## src/rtl/alu_pkg.sv

```systemverilog
// Shared ALU definitions: operation encodings, default datapath widths and the
// arithmetic flag bundle used by the execute-stage adder.
package alu_pkg;

    typedef enum logic {
        ALU_OP_ADD = 1'b0,
        ALU_OP_SUB = 1'b1
    } alu_op_e;

    localparam int ALU_WIDTH = 32;
    localparam int CSA_SEG   = 8;

    typedef struct packed {
        logic cout;
        logic ovf;
        logic zero;
        logic neg;
    } alu_flags_t;

endpackage

```

## src/rtl/csa_segment.sv

```systemverilog
// One carry-select segment: two ripple sums (cin=0 and cin=1) computed in
// parallel, with the incoming carry picking the result late.
module csa_segment #(
    parameter int SEG = 8
) (
    input  logic [SEG-1:0] a,
    input  logic [SEG-1:0] b,
    input  logic           cin,
    output logic [SEG-1:0] sum,
    output logic           cout
);

    logic [SEG:0] sum_c0;
    logic [SEG:0] sum_c1;

    always_comb begin
        sum_c0 = {1'b0, a} + {1'b0, b};
        sum_c1 = {1'b0, a} + {1'b0, b} + {{SEG{1'b0}}, 1'b1};
    end

    assign {cout, sum} = cin ? sum_c1 : sum_c0;

endmodule

```

## src/rtl/csa_addsub_pipe.sv

```systemverilog
// Two-stage carry-select adder/subtractor with valid/ready on both sides.
// Define CSA_ADDSUB_SATURATE_EN to clamp the result on signed overflow.
module csa_addsub_pipe
    import alu_pkg::*;
#(
    parameter int WIDTH = ALU_WIDTH,
    parameter int SEG   = CSA_SEG
) (
    input  logic             clock,
    input  logic             reset_n,
    input  logic             in_valid,
    output logic             in_ready,
    input  logic [WIDTH-1:0] in_a,
    input  logic [WIDTH-1:0] in_b,
    input  logic             in_cin,
    input  logic             op_sub,
    output logic             out_valid,
    input  logic             out_ready,
    output logic [WIDTH-1:0] out_sum,
    output logic             out_cout,
    output logic             out_ovf,
    output logic             out_zero,
    output logic             out_neg
);

    localparam int HALF = WIDTH / 2;
    localparam int NSEG = HALF / SEG;

    typedef struct packed {
        logic [HALF-1:0] lo_sum;
        logic            lo_cout;
        logic [HALF-1:0] a_hi;
        logic [HALF-1:0] b_hi;
        logic            a_msb;
        logic            b_msb;
    } s1_t;

    typedef struct packed {
        logic [WIDTH-1:0] sum;
        alu_flags_t       flags;
    } s2_t;

    logic       s1_valid_d, s1_valid_q;
    logic       s2_valid_d, s2_valid_q;
    s1_t        s1_d, s1_q;
    s2_t        s2_d, s2_q;
    logic       s1_adv, s2_adv, accept;

    // Subtraction is A + ~B + 1; the carry-in pin only matters for add.
    logic             is_sub;
    logic [WIDTH-1:0] b_eff;
    logic [NSEG:0]    lo_c;
    logic [HALF-1:0]  lo_sum;

    assign is_sub  = (op_sub == ALU_OP_SUB);
    assign b_eff   = is_sub ? ~in_b : in_b;
    assign lo_c[0] = is_sub ? 1'b1 : in_cin;

    for (genvar g = 0; g < NSEG; g++) begin : g_lo
        csa_segment #(.SEG(SEG)) u_seg (
            .a    (in_a[g*SEG +: SEG]),
            .b    (b_eff[g*SEG +: SEG]),
            .cin  (lo_c[g]),
            .sum  (lo_sum[g*SEG +: SEG]),
            .cout (lo_c[g+1])
        );
    end

    logic [NSEG:0]    hi_c;
    logic [HALF-1:0]  hi_sum;
    logic [WIDTH-1:0] raw_sum;
    logic [WIDTH-1:0] res_sum;
    alu_flags_t       res_flags;

    assign hi_c[0] = s1_q.lo_cout;

    for (genvar g = 0; g < NSEG; g++) begin : g_hi
        csa_segment #(.SEG(SEG)) u_seg (
            .a    (s1_q.a_hi[g*SEG +: SEG]),
            .b    (s1_q.b_hi[g*SEG +: SEG]),
            .cin  (hi_c[g]),
            .sum  (hi_sum[g*SEG +: SEG]),
            .cout (hi_c[g+1])
        );
    end

    always_comb begin
        // NOTE: every variable written here gets a value before any branch, so no latch is inferred.
        raw_sum        = {hi_sum, s1_q.lo_sum};
        res_sum        = raw_sum;
        res_flags.cout = hi_c[NSEG];
        res_flags.ovf  = (s1_q.a_msb == s1_q.b_msb) && (raw_sum[WIDTH-1] != s1_q.a_msb);
`ifdef CSA_ADDSUB_SATURATE_EN
        if (res_flags.ovf) begin
            res_sum = s1_q.a_msb ? {1'b1, {(WIDTH-1){1'b0}}} : {1'b0, {(WIDTH-1){1'b1}}};
        end
`endif
        res_flags.zero = (res_sum == '0);
        res_flags.neg  = res_sum[WIDTH-1];
    end

    always_comb begin
        s2_adv     = !s2_valid_q || out_ready;
        s1_adv     = !s1_valid_q || s2_adv;
        accept     = in_valid && s1_adv;

        s1_valid_d = s1_adv ? accept : s1_valid_q;
        s1_d       = s1_q;
        if (accept) begin
            s1_d = '{lo_sum:  lo_sum,
                     lo_cout: lo_c[NSEG],
                     a_hi:    in_a[WIDTH-1:HALF],
                     b_hi:    b_eff[WIDTH-1:HALF],
                     a_msb:   in_a[WIDTH-1],
                     b_msb:   b_eff[WIDTH-1]};
        end

        s2_valid_d = s2_adv ? s1_valid_q : s2_valid_q;
        s2_d       = s2_q;
        if (s2_adv && s1_valid_q) begin
            s2_d = '{sum: res_sum, flags: res_flags};
        end
    end

    // NOTE: data registers are reset too, so out_sum and the flags read zero while idle.
    always_ff @(posedge clock or negedge reset_n) begin
        if (!reset_n) begin
            s1_valid_q <= 1'b0;
            s2_valid_q <= 1'b0;
            s1_q       <= '0;
            s2_q       <= '0;
        end else begin
            // NOTE: non-blocking updates so both stages see pre-edge values of each other.
            s1_valid_q <= s1_valid_d;
            s2_valid_q <= s2_valid_d;
            s1_q       <= s1_d;
            s2_q       <= s2_d;
        end
    end

    assign in_ready  = s1_adv;
    assign out_valid = s2_valid_q;
    assign out_sum   = s2_q.sum;
    assign out_cout  = s2_q.flags.cout;
    assign out_ovf   = s2_q.flags.ovf;
    assign out_zero  = s2_q.flags.zero;
    assign out_neg   = s2_q.flags.neg;

endmodule

```

## config.mk

```make
export PLATFORM = sky130hd
export DESIGN_NAME = csa_addsub_pipe
export DESIGN_NICKNAME = d
export VERILOG_FILES = /design/src/rtl/alu_pkg.sv /design/src/rtl/csa_segment.sv /design/src/rtl/csa_addsub_pipe.sv
export SDC_FILE = /design/constraint.sdc
export NUM_CORES = 1
export LEC_CHECK = 0
export BUFFER_PORTS_ARGS = -buffer_cell sky130_fd_sc_hd__buf_2
export CAP_MARGIN = 20
export CELL_PAD_IN_SITES_DETAIL_PLACEMENT = 1
export CELL_PAD_IN_SITES_GLOBAL_PLACEMENT = 1
export CORE_MARGIN = 1
export CORE_UTILIZATION = 30
export CTS_CLUSTER_DIAMETER = 80
export DETAILED_ROUTE_END_ITERATION = 10
export PLACE_DENSITY = 0.62
export SETUP_SLACK_MARGIN = 0.1
export SLEW_MARGIN = 40
export SYNTH_ARGS = -nofsm -noshare
export SYNTH_HDL_FRONTEND = slang
export SYNTH_HIERARCHICAL = 1
export SYNTH_SLANG_ARGS = --single-unit
```

## constraint.sdc

```tcl
create_clock -name clock -period 8.1 [get_ports clock]
set_clock_uncertainty 0.2 [all_clocks]
set_input_delay 0.81 -clock clock [delete_from_list [all_inputs] [get_ports clock]]
set_output_delay 0.81 -clock clock [all_outputs]
set_load 0.01 [all_outputs]
```

### Word level (Yosys, flattened, before mapping)

Index checks and enable logic that the tools add are counted.

| cells by class | value |
|---|---|
| multiplexer cells | 6 |
| reduce and logical (&&, ||, !) cells | 8 |
| add/sub/neg operators | 8 |
| $lt $le $gt $ge | 0 |
| multiply operators | 0 |
| div/mod/pow operators | 0 |
| equal/unequal tests | 2 |
| bitwise gates (word level) | 1 |
| shifts and indexed selects | 0 |

Operator list:

| cell | number |
|---|---|
| adder 8 x 8 -> 9 bit | 4 |
| adder 9 x 1 -> 9 bit, second input constant | 4 |
| two-way mux 9 bit | 4 |
| zero test 32 bit | 1 |
| two-way mux 32 bit | 1 |
| inverter 32 bit | 1 |
| logical AND 1 bit | 3 |
| zero test 1 bit | 2 |
| logical OR 1 bit | 2 |
| equality test 1 bit | 1 |
| two-way mux 1 bit | 1 |
| != test 1 bit | 1 |

| storage, ports and cells | value |
|---|---|
| flip-flop bits (word level) | 89 |
| memories | 0 |
| bits of input ports | 70 |
| memory bits (writable) | 0 |
| ROM bits | 0 |
| latch bits | 0 |
| output and inout bits | 38 |

### Logic depth before layout (Yosys ltp)

Gate-level depths: netlist (run 1).

| logic depth | value |
|---|---|
| depth after elaboration | 6 |
| depth in mapped cells | 16 |
| depth with buffers taken out | 15 |

### Modules after synthesis

The synthesis (run 1) kept the hierarchy.

Modules (own cells, without submodules):

| module | sequential area each (um2) | times used | cells an instance | area an instance (um2) |
|---|---|---|---|---|
| csa_addsub_pipe | 2,152.1 | 1 | 236 | 3,696.0 |
| csa_segment | 0.0 | 4 | 61 | 494.2 |

### Least setup slack after synthesis (run 1)

Ideal clock, no wire load.

| path | value |
|---|---|
| path kind | input to register |
| start | in op_sub |
| end | reg s1_q (netlist bit raw_sum[15]) |
| required time | 7.775 ns |
| slack | 3.830 ns |
| setup time | 0.125 ns |
| data arrival time | 3.945 ns |
| stages | 16 |
| cells stage by stage | buf_2 > buf_4 > xor2_1 > ha_1 > fa_1 > a211o_2 > o21ai_1 > xnor2_1 > nand4b_2 > nor3_2 > xnor2_1 > nand4_1 > nand3b_1 > nor3_2 > xnor2_1 > mux2_2 |

| on the way | value |
|---|---|
| word-level cells in the longest chain between the ends | 5 |
| elaborated cells between the ends (all ways) | 8 |
| those cells by class | add/sub (4); mux (4) |

RTL lines:

| item | line | source |
|---|---|---|
| start: declaration | csa_addsub_pipe.sv:16 | `input logic op_sub,` |
| two-way mux 32 bit * | csa_addsub_pipe.sv:56 | `assign b_eff = is_sub ? ~in_b : in_b;` |
| via b_eff[0] | csa_addsub_pipe.sv:51 | `logic [WIDTH-1:0] b_eff;` |
| adder 8 x 8 -> 9 bit * | csa_segment.sv:17, csa_segment.sv:18 |  |
| adder 9 x 1 -> 9 bit | csa_segment.sv:18 | `sum_c1 = {1'b0, a} + {1'b0, b} + {{SEG{1'b0}}, 1'b1};` |
| two-way mux 9 bit * | csa_segment.sv:21 | `assign {cout, sum} = cin ? sum_c1 : sum_c0;` |
| via lo_c[1] | csa_addsub_pipe.sv:52 | `logic [NSEG:0] lo_c;` |
| two-way mux 9 bit * | csa_segment.sv:21 |  |
| via lo_sum[15] | csa_addsub_pipe.sv:53 | `logic [HALF-1:0] lo_sum;` |
| end signal: assignment | csa_addsub_pipe.sv:130 | `s1_q <= '0;` |
| end signal: assignment | csa_addsub_pipe.sv:136 | `s1_q <= s1_d;` |
| end: declaration | csa_addsub_pipe.sv:45 | `s1_t s1_d, s1_q;` |

Mark *: on every way through the listed nets, which the timed path passes. The rest lies on a longest branch.
A chain may end at the register's enable or synchronous reset.

### Worst setup path after layout (run 1)

Same ends and word-level chain as after synthesis.

==> results.sh, run 1 <==
export IMPL_drc=0
export IMPL_grt_max_degree=53
export IMPL_timing_final_max_slew_violations=0
export IMPL_critPathArrivalTime_ps=4470
export IMPL_fp_dieH_um=140
export IMPL_grt_setup_unrepaired="false"
export IMPL_vias=3945
export IMPL_route_final_wire_length_mm=12.7
export IMPL_initial_utilization=0.311
export IMPL_power_total_mw=2.00
export IMPL_synth_edff_count=0
export IMPL_dp_worst_setup_slack_ps=3250
export IMPL_hpwlAfterDp_mm=9.78
export IMPL_post_route_period_util=0.548
export IMPL_postCtsHoldBufs=0
export IMPL_fmax_mhz=225
export IMPL_cts_buffer_depth=2
export IMPL_report_final_setup_viol=0
export IMPL_cells_resized_by_post_cts_repair=0
export IMPL_clockRootBuffer="sky130_fd_sc_hd__clkbuf_16"
export IMPL_async_flop_share=1.00
export IMPL_clock_edge_transition_at_the_registers_on_the_reported_setup_and_hold_paths_ps=60
export IMPL_accumulated_negative_setup_slack_ps=0
export IMPL_post_route_cells_drive_above_1_share=0.420
export IMPL_ant_nets=0
export IMPL_grt_pass1_vias=4439
export IMPL_ys_ff_latch=86
export IMPL_synth_flop_cell="sky130_fd_sc_hd__dfrtp_1"
export IMPL_leakage_nw=3.03
export IMPL_power_density_nw_per_um2=298
export IMPL_critPathKind="input pin to flop"
export IMPL_floorplan_die_area_um2=19500
export IMPL_slew_of_the_pin_with_the_lowest_slew_margin_ps=754
export IMPL_leading_cell_type_in_the_layout_fill_and_taps_excluded="sky130_fd_sc_hd__buf_2"
export IMPL_timing_max_cap_violations=0
export IMPL_final_cell_count_no_fill=820
export IMPL_h_tree_depth=3
export IMPL_detailedRoute_firstIterationViolations=73
export IMPL_firstDrtPassIters=4
export IMPL_final_layout_worst_hold_slack_ps=214
export IMPL_timing_critical_path_required_ps=8130
export IMPL_largest_fanout_of_any_net_on_the_critical_path=33
export IMPL_mostFrequentLayoutCells="sky130_fd_sc_hd__buf_2 (106), sky130_fd_sc_hd__dfrtp_1 (86), sky130_fd_sc_hd__mux2_2 (77), sky130_fd_sc_hd__xor2_1 (52), sky130_fd_sc_hd__nor2_1 (40)"
export IMPL_worstSkewPairLatency_ps=340
export IMPL_worst_setup_path_start_kind="input pin"
export IMPL_post_cts_setup_buffer_count=0
export IMPL_tritoncts="built"
export IMPL_place_area_um2=6390
export IMPL_io_pin_count=108
export IMPL_vias_per_cell=4.81
export IMPL_max_vdd_ir_drop_mv=0.112
export IMPL_syn_area_um2=5670
export IMPL_final_period_minus_worst_setup_slack_ps=4440
export IMPL_placedCellCount=805
export IMPL_setup_worst_path_end_class="flop"
export IMPL_diodes=0
export IMPL_clock_sink_count=86
export IMPL_placementRows=49
export IMPL_final_core_utilization=0.367
export IMPL_outcome="finished, final reports clean"
export IMPL_hold_viol=0
export IMPL_setup_slack_ps=3660
export IMPL_grt_first_pass_wirelength_mm=22.3
export IMPL_core_region_area_um2=18300
export IMPL_synth_cell_types=43
export IMPL_maxSlewHeadroom=0.497
export IMPL_wl_per_cell_um=15.5
export IMPL_post_route_cell_area_um2=6710
export IMPL_finish_net_count=697
export IMPL_cts_bufs_inserted=9
export IMPL_hp_class="input pin to asynchronous set/reset pin"
export IMPL_place_gp_congestion=0.766
export IMPL_port_buffer_count=107
export IMPL_yosys_warnings=6
export IMPL_syn_instance_count=480
export IMPL_grt_util_all_layers=0.142
export IMPL_global_route_overflow_total=0
export IMPL_die_w_um=140
export IMPL_grt_antenna_before_repair=0
export IMPL_synth_fp_nets=590
export IMPL_syn_area_per_cell_um2=11.8
export IMPL_synth_seq_area_share=0.379
export IMPL_n_fill_cell=2047
export IMPL_area_added_between_synthesis_and_finish_pct=18.3
-- where the power goes --
group | switching, mW | internal (mW) | total [mW]
Clock | 0.165 | 0.284 | 0.449
Combinational | 0.437 | 0.421 | 0.859
Sequential | 0.107 | 0.582 | 0.689
Total | 0.709 | 1.29 | 2.00
-- Yosys cell counts (2+ instances only) --
cell type | count | share of area
sky130_fd_sc_hd__mux2_4 | 10 | 0.026
sky130_fd_sc_hd__nand3b_1 | 4 | 0.0053
sky130_fd_sc_hd__ha_1 | 36 | 0.079
sky130_fd_sc_hd__a211oi_2 | 8 | 0.018
sky130_fd_sc_hd__fa_1 | 4 | 0.014
sky130_fd_sc_hd__nor2_1 | 40 | 0.026
sky130_fd_sc_hd__nor3_1 | 4 | 0.0035
sky130_fd_sc_hd__buf_4 | 6 | 0.0079
sky130_fd_sc_hd__nand4b_2 | 4 | 0.011
sky130_fd_sc_hd__buf_6 | 2 | 0.0040
sky130_fd_sc_hd__and3_1 | 4 | 0.0044
sky130_fd_sc_hd__buf_2 | 2 | 0.0018
sky130_fd_sc_hd__nand2b_1 | 3 | 0.0033
sky130_fd_sc_hd__nor4_1 | 8 | 0.0088
sky130_fd_sc_hd__xor2_1 | 52 | 0.080
sky130_fd_sc_hd__a2bb2oi_1 | 4 | 0.0062
sky130_fd_sc_hd__buf_12 | 2 | 0.0071
sky130_fd_sc_hd__a22o_1 | 4 | 0.0062
sky130_fd_sc_hd__inv_1 | 4 | 0.0026
sky130_fd_sc_hd__mux2_2 | 77 | 0.15
sky130_fd_sc_hd__nand4_1 | 6 | 0.0066
sky130_fd_sc_hd__nor3_2 | 8 | 0.014
sky130_fd_sc_hd__a21oi_1 | 16 | 0.014
sky130_fd_sc_hd__nand2b_4 | 4 | 0.0097
sky130_fd_sc_hd__nor2b_1 | 4 | 0.0044
sky130_fd_sc_hd__o21a_1 | 12 | 0.016
sky130_fd_sc_hd__o21ai_0 | 8 | 0.0071
sky130_fd_sc_hd__a21o_2 | 4 | 0.0062
sky130_fd_sc_hd__nand2_1 | 5 | 0.0033
sky130_fd_sc_hd__xnor2_1 | 24 | 0.037
sky130_fd_sc_hd__dfrtp_1 | 86 | 0.38
sky130_fd_sc_hd__nand3_1 | 4 | 0.0035
sky130_fd_sc_hd__a211o_2 | 4 | 0.0071
sky130_fd_sc_hd__o21ai_1 | 8 | 0.0071
-- path summary, 6_finish.rpt --
| path | endpoint | slack [ps] | cells after the start | startpoint |
|---|---|---|---|---|
| max in group asynchronous | out_sum[10]$_DFFE_PN0P_ | 6470 | 2 | reset_n |
| setup / recovery | raw_sum[15]$_DFFE_PN0P_ | 3660 | 16 | op_sub |
| hold / removal | s1_q[29]$_DFFE_PN0P_ | 210 | 1 | reset_n |
| min in group clock | out_sum[26]$_DFFE_PN0P_ | 300 | 1 | out_sum[26]$_DFFE_PN0P_ |
| setup reg to reg | out_zero$_DFFE_PN0P_ | 3770 | 15 | s1_q[18]$_DFFE_PN0P_ |
| hold reg to reg | out_sum[26]$_DFFE_PN0P_ | 300 | 1 | out_sum[26]$_DFFE_PN0P_ |
-- registers in the layout, summed over array words and instances (netlist names) --
name        flops
out_valid       1
out_zero        1
s1_valid_q      1
out_sum        31
out_cout        1
out_ovf         1
hi_c            1
raw_sum        16
out_neg         1
s1_q           32
-- area by class of cell --
class | count | area [um^2] | share of cell area
clock buffer | 11 | 253 | 0.0377
clock inverter | 4 | 70.1 | 0.0104
inverter | 4 | 15.0 | 0.00224
multi-input combinational | 377 | 3380 | 0.504
sequential | 86 | 2150 | 0.321
tap | 229 | 287 | 0.0427
timing repair buffer | 109 | 553 | 0.0824
-- routing by layer --
metal | vias up | wire length, um | global-route usage | share of wire
li1 | 1934 | - | - | -
met1 | 1917 | 6010 | 0.182 | 0.47
met2 | 82 | 6080 | 0.244 | 0.48
met3 | 12 | 434 | 0.0186 | 0.034
met4 | 0 | 200 | 0.0544 | 0.016
met5 | - | 0 | 0 | 0
-- worst max-delay path, cell delays in order --
cell and delay, ps:
sky130_fd_sc_hd__buf_2 80, sky130_fd_sc_hd__buf_4 460, sky130_fd_sc_hd__xor2_1 160, sky130_fd_sc_hd__ha_1 260, sky130_fd_sc_hd__fa_1 420, sky130_fd_sc_hd__a211o_2 380, sky130_fd_sc_hd__o21ai_1 110, sky130_fd_sc_hd__xnor2_1 220
sky130_fd_sc_hd__nand4b_2 170, sky130_fd_sc_hd__nor3_2 160, sky130_fd_sc_hd__xnor2_1 260, sky130_fd_sc_hd__nand4_1 200, sky130_fd_sc_hd__nand3b_1 250, sky130_fd_sc_hd__nor3_2 150, sky130_fd_sc_hd__xnor2_1 80, sky130_fd_sc_hd__mux2_2 260
-- kinds of logic (layout without fill, tap and decap cells) --
| group | count (synthesis) | after routing | synth area share |
|---|---|---|---|
| compound gates | 71 | 71 | 0.0915 |
| xor+xnor | 76 | 76 | 0.117 |
| buf+inv | 17 | 128 | 0.0258 |
| flops | 86 | 86 | 0.379 |
| fa+ha+maj | 40 | 40 | 0.0935 |
| mux | 87 | 87 | 0.179 |
| simple gates | 103 | 103 | 0.113 |
Power figures use the tool's default switching activity.
==> inputs of run 2 (changes only) <==
--- a/config.mk
+++ b/config.mk
@@ -13,7 +13,7 @@
 export CORE_UTILIZATION = 30
 export CTS_CLUSTER_DIAMETER = 80
 export DETAILED_ROUTE_END_ITERATION = 10
-export PLACE_DENSITY = 0.62
+export PLACE_DENSITY = 0.64
 export SETUP_SLACK_MARGIN = 0.1
 export SLEW_MARGIN = 40
 export SYNTH_ARGS = -nofsm -noshare
==> constraint.sdc (replaced) <==
create_clock -name clock -period 3.9 [get_ports clock]
set_clock_uncertainty 0.2 [all_clocks]
set_input_delay 0.39 -clock clock [delete_from_list [all_inputs] [get_ports clock]]
set_output_delay 0.39 -clock clock [all_outputs]
set_load 0.01 [all_outputs]
==> run 2 against run 1 <==
  * Non-clock buffer count is 17 higher
  * Critical path depth unchanged
  * Via count increased by 2.0%
  * Die area stayed put
  * Clock-buffer cell count grew 1
  * Register-to-register slack got worse by 3500 ps
  * Sequential cell count unchanged
  * Global-route usage decreased by 0.11 points
  * Cell area up 3.7%
  * Clock power grew 97%
  * Worst hold slack worse by 130 ps
  * Cell count grew 2.1%
  * Critical path type is now flop to flop
  * Highest routed layer unchanged
==> results.sh, run 2 (same netlist as run 1, synthesis figures left out) <==
export IMPL_outcome="finished, final reports clean"
export IMPL_critPathKind="flop to flop"
export IMPL_clock_edge_transition_at_the_registers_on_the_reported_setup_and_hold_paths_ps=60
export IMPL_combinationalPowerShare=0.458
export IMPL_rr_endpoint="out_ovf$_DFFE_PN0P_"
export IMPL_critical_path_most_common_cell="sky130_fd_sc_hd__xnor2_2"
export IMPL_critPathArrivalTime_ps=3700
export IMPL_post_route_period_util=0.942
export IMPL_slew_of_the_pin_with_the_lowest_slew_margin_ps=746
export IMPL_grt_max_degree=87
export IMPL_timing_critical_path_required_ps=3920
export IMPL_power_switching_mw=1.54
export IMPL_tritoncts="built"
export IMPL_maxSlewHeadroom=0.503
export IMPL_clock_sink_count=86
export IMPL_area_added_between_synthesis_and_finish_pct=22.7
export IMPL_die_w_um=140
export IMPL_largest_reg_flops=32
export IMPL_clkPwrFrac=0.206
export IMPL_wl_per_cell_um=15.7
export IMPL_grt_pass1_vias=4400
export IMPL_cts_buffer_depth=2
export IMPL_hold_viol=0
export IMPL_drc=0
export IMPL_worstHoldEndpoint="s1_q[26]$_DFFE_PN0P_"
export IMPL_cpPeakStageDelay_ps=380
export IMPL_grt_setup_unrepaired="true"
export IMPL_report_final_setup_viol=0
export IMPL_reg2reg_slack_ps=230
export IMPL_leakage_nw=3.13
export IMPL_final_cell_count_no_fill=837
export IMPL_sw_frac_of_total=0.360
export IMPL_mostFrequentLayoutCells="sky130_fd_sc_hd__buf_2 (106), sky130_fd_sc_hd__dfrtp_1 (86), sky130_fd_sc_hd__mux2_2 (77), sky130_fd_sc_hd__xor2_1 (51), sky130_fd_sc_hd__nor2_1 (39)"
export IMPL_final_layout_worst_hold_slack_ps=80.2
export IMPL_worst_path_max_delay_cell="sky130_fd_sc_hd__dfrtp_1"
export IMPL_vias=4025
export IMPL_worst_setup_path_start_kind="flop"
export IMPL_n_fill_cell=2062
export IMPL_internal_power_mw=2.75
export IMPL_power_density_nw_per_um2=616
export IMPL_top_register="s1_q"
export IMPL_initial_utilization=0.311
export IMPL_vias_per_cell=4.81
export IMPL_power_frac_seq=0.336
export IMPL_place_gp_congestion=0.815
export IMPL_post_route_cells_drive_above_1_share=0.464
export IMPL_ant_nets=0
export IMPL_h_tree_depth=3
export IMPL_route_final_wire_length_mm=13.1
export IMPL_timing_max_cap_violations=0
export IMPL_leading_cell_type_in_the_layout_fill_and_taps_excluded="sky130_fd_sc_hd__buf_2"
export IMPL_grt_antenna_before_repair=0
export IMPL_core_region_area_um2=18300
export IMPL_fp_dieH_um=140
export IMPL_crit_reg2reg_launch="s1_q[2]$_DFFE_PN0P_"
export IMPL_hpwlAfterDp_mm=10.2
export IMPL_final_period_minus_worst_setup_slack_ps=3670
export IMPL_hp_start="in_a[24]"
export IMPL_worstSkewPairLatency_ps=340
export IMPL_placedCellCount=813
export IMPL_cts_bufs_inserted=9
export IMPL_largest_fanout_of_any_net_on_the_critical_path=3
export IMPL_floorplan_die_area_um2=19500
export IMPL_placementRows=49
export IMPL_clockRootBuffer="sky130_fd_sc_hd__clkbuf_16"
export IMPL_grt_first_pass_wirelength_mm=21.9
export IMPL_port_buffer_count=107
export IMPL_diodes=0
export IMPL_hp_class="input pin to flop"
export IMPL_global_route_overflow_total=0
export IMPL_io_pin_count=108
export IMPL_timing_critical_path_cells="ha_2 > fa_2 > a211o_4 > o21ai_4 > xnor2_2 > nand4b_4 > nor3_4 > xnor2_2 > nand4_1 > nand3b_1 > nor3_2 > xnor2_2 > buf_4 > nand2b_1 > o22ai_1 > mux2_2"
export IMPL_worst_r2r_path_depth=16
export IMPL_timing_final_max_slew_violations=0
export IMPL_number_of_cells_on_the_worst_hold_path=2
export IMPL_finish_net_count=714
export IMPL_fmax_mhz=272
export IMPL_grt_util_all_layers=0.141
export IMPL_max_vdd_ir_drop_mv=0.233
export IMPL_setup_worst_path_end_class="flop"
export IMPL_detailedRoute_firstIterationViolations=124
export IMPL_firstDrtPassIters=6
## run 2: repair_timing
action,4_1_cts,5_1_grt
setup buffers,5,3
endpoints found under the setup margin,2,3
gates resized for setup,6,10
hold buffers,1,0
hold endpoints to repair,86,0
pin swaps,10,3
## run 2: through the flow
| stage | setup TNS [ps] | area (um^2) | setup WS [ps] | power [mW] | utilization |
|---|---|---|---|---|---|
| floorplan | 0 | 5710 | 124 | 2.70 | - |
| global placement | 0 | 6480 | 88.6 | 3.27 | 0.355 |
| detailed placement | -74.3 | 6490 | -74.3 | 3.33 | 0.355 |
| CTS | 0 | 6870 | 124 | 4.29 | 0.376 |
| global route | -11.1 | 6960 | -11.1 | 4.60 | 0.381 |
| finish | 0 | 6960 | 228 | 4.29 | 0.381 |
## run 2: power groups by stage
stage | combinational, mW | clock, mW | sequential, mW
floorplan | 1.24 | 0 | 1.46
global placement | 1.82 | 0 | 1.45
detailed placement | 1.87 | 0 | 1.46
CTS | 1.92 | 0.915 | 1.45
global route | 2.16 | 0.940 | 1.49
finish | 1.96 | 0.883 | 1.44
## run 2: area by class of cell
| cell class | count | area (um^2) | area share |
|---|---|---|---|
| Clock buffer | 12 | 267 | 0.0383 |
| Clock inverter | 3 | 42.5 | 0.00611 |
| Inverter | 4 | 15.0 | 0.00216 |
| Multi-Input combinational cell | 377 | 3510 | 0.504 |
| Sequential cell | 86 | 2150 | 0.309 |
| Tap cell | 229 | 287 | 0.0412 |
| Timing Repair Buffer | 126 | 689 | 0.0990 |
## run 2: critical path, delay by kind of cell (launching register included)
family | cells | cell delay [ps]
xor gates and xnor gates | 3 | 430
DFF | 1 | 380
muxes | 1 | 270
AOI/OAI and AO/OA | 3 | 510
adders and majority gates | 2 | 580
and+or+nand+nor | 6 | 1020
buffers and inverters | 1 | 150
## run 2: worst max path at each step
stage,start,endpoint,slack (ps),cells after the start
2_1_floorplan,op_sub,raw_sum[15]$_DFFE_PN0P_,120,16
3_3_place_gp,op_sub,raw_sum[15]$_DFFE_PN0P_,90,15
3_5_place_dp,s1_q[18]$_DFFE_PN0P_,out_zero$_DFFE_PN0P_,-70,15
4_1_cts,s1_q[2]$_DFFE_PN0P_,out_ovf$_DFFE_PN0P_,120,15
5_1_grt,s1_q[2]$_DFFE_PN0P_,out_zero$_DFFE_PN0P_,-10,15
6_report,s1_q[2]$_DFFE_PN0P_,out_ovf$_DFFE_PN0P_,230,16
## run 2: per-layer routing
| layer | vias to the layer above | GRT usage | share of wire |
|---|---|---|---|
| met5 | - | 0 | 0 |
| li1 | 1963 | - | - |
| met3 | 10 | 0.0224 | 0.035 |
| met1 | 1972 | 0.179 | 0.46 |
| met4 | 0 | 0.0497 | 0.013 |
| met2 | 80 | 0.243 | 0.49 |
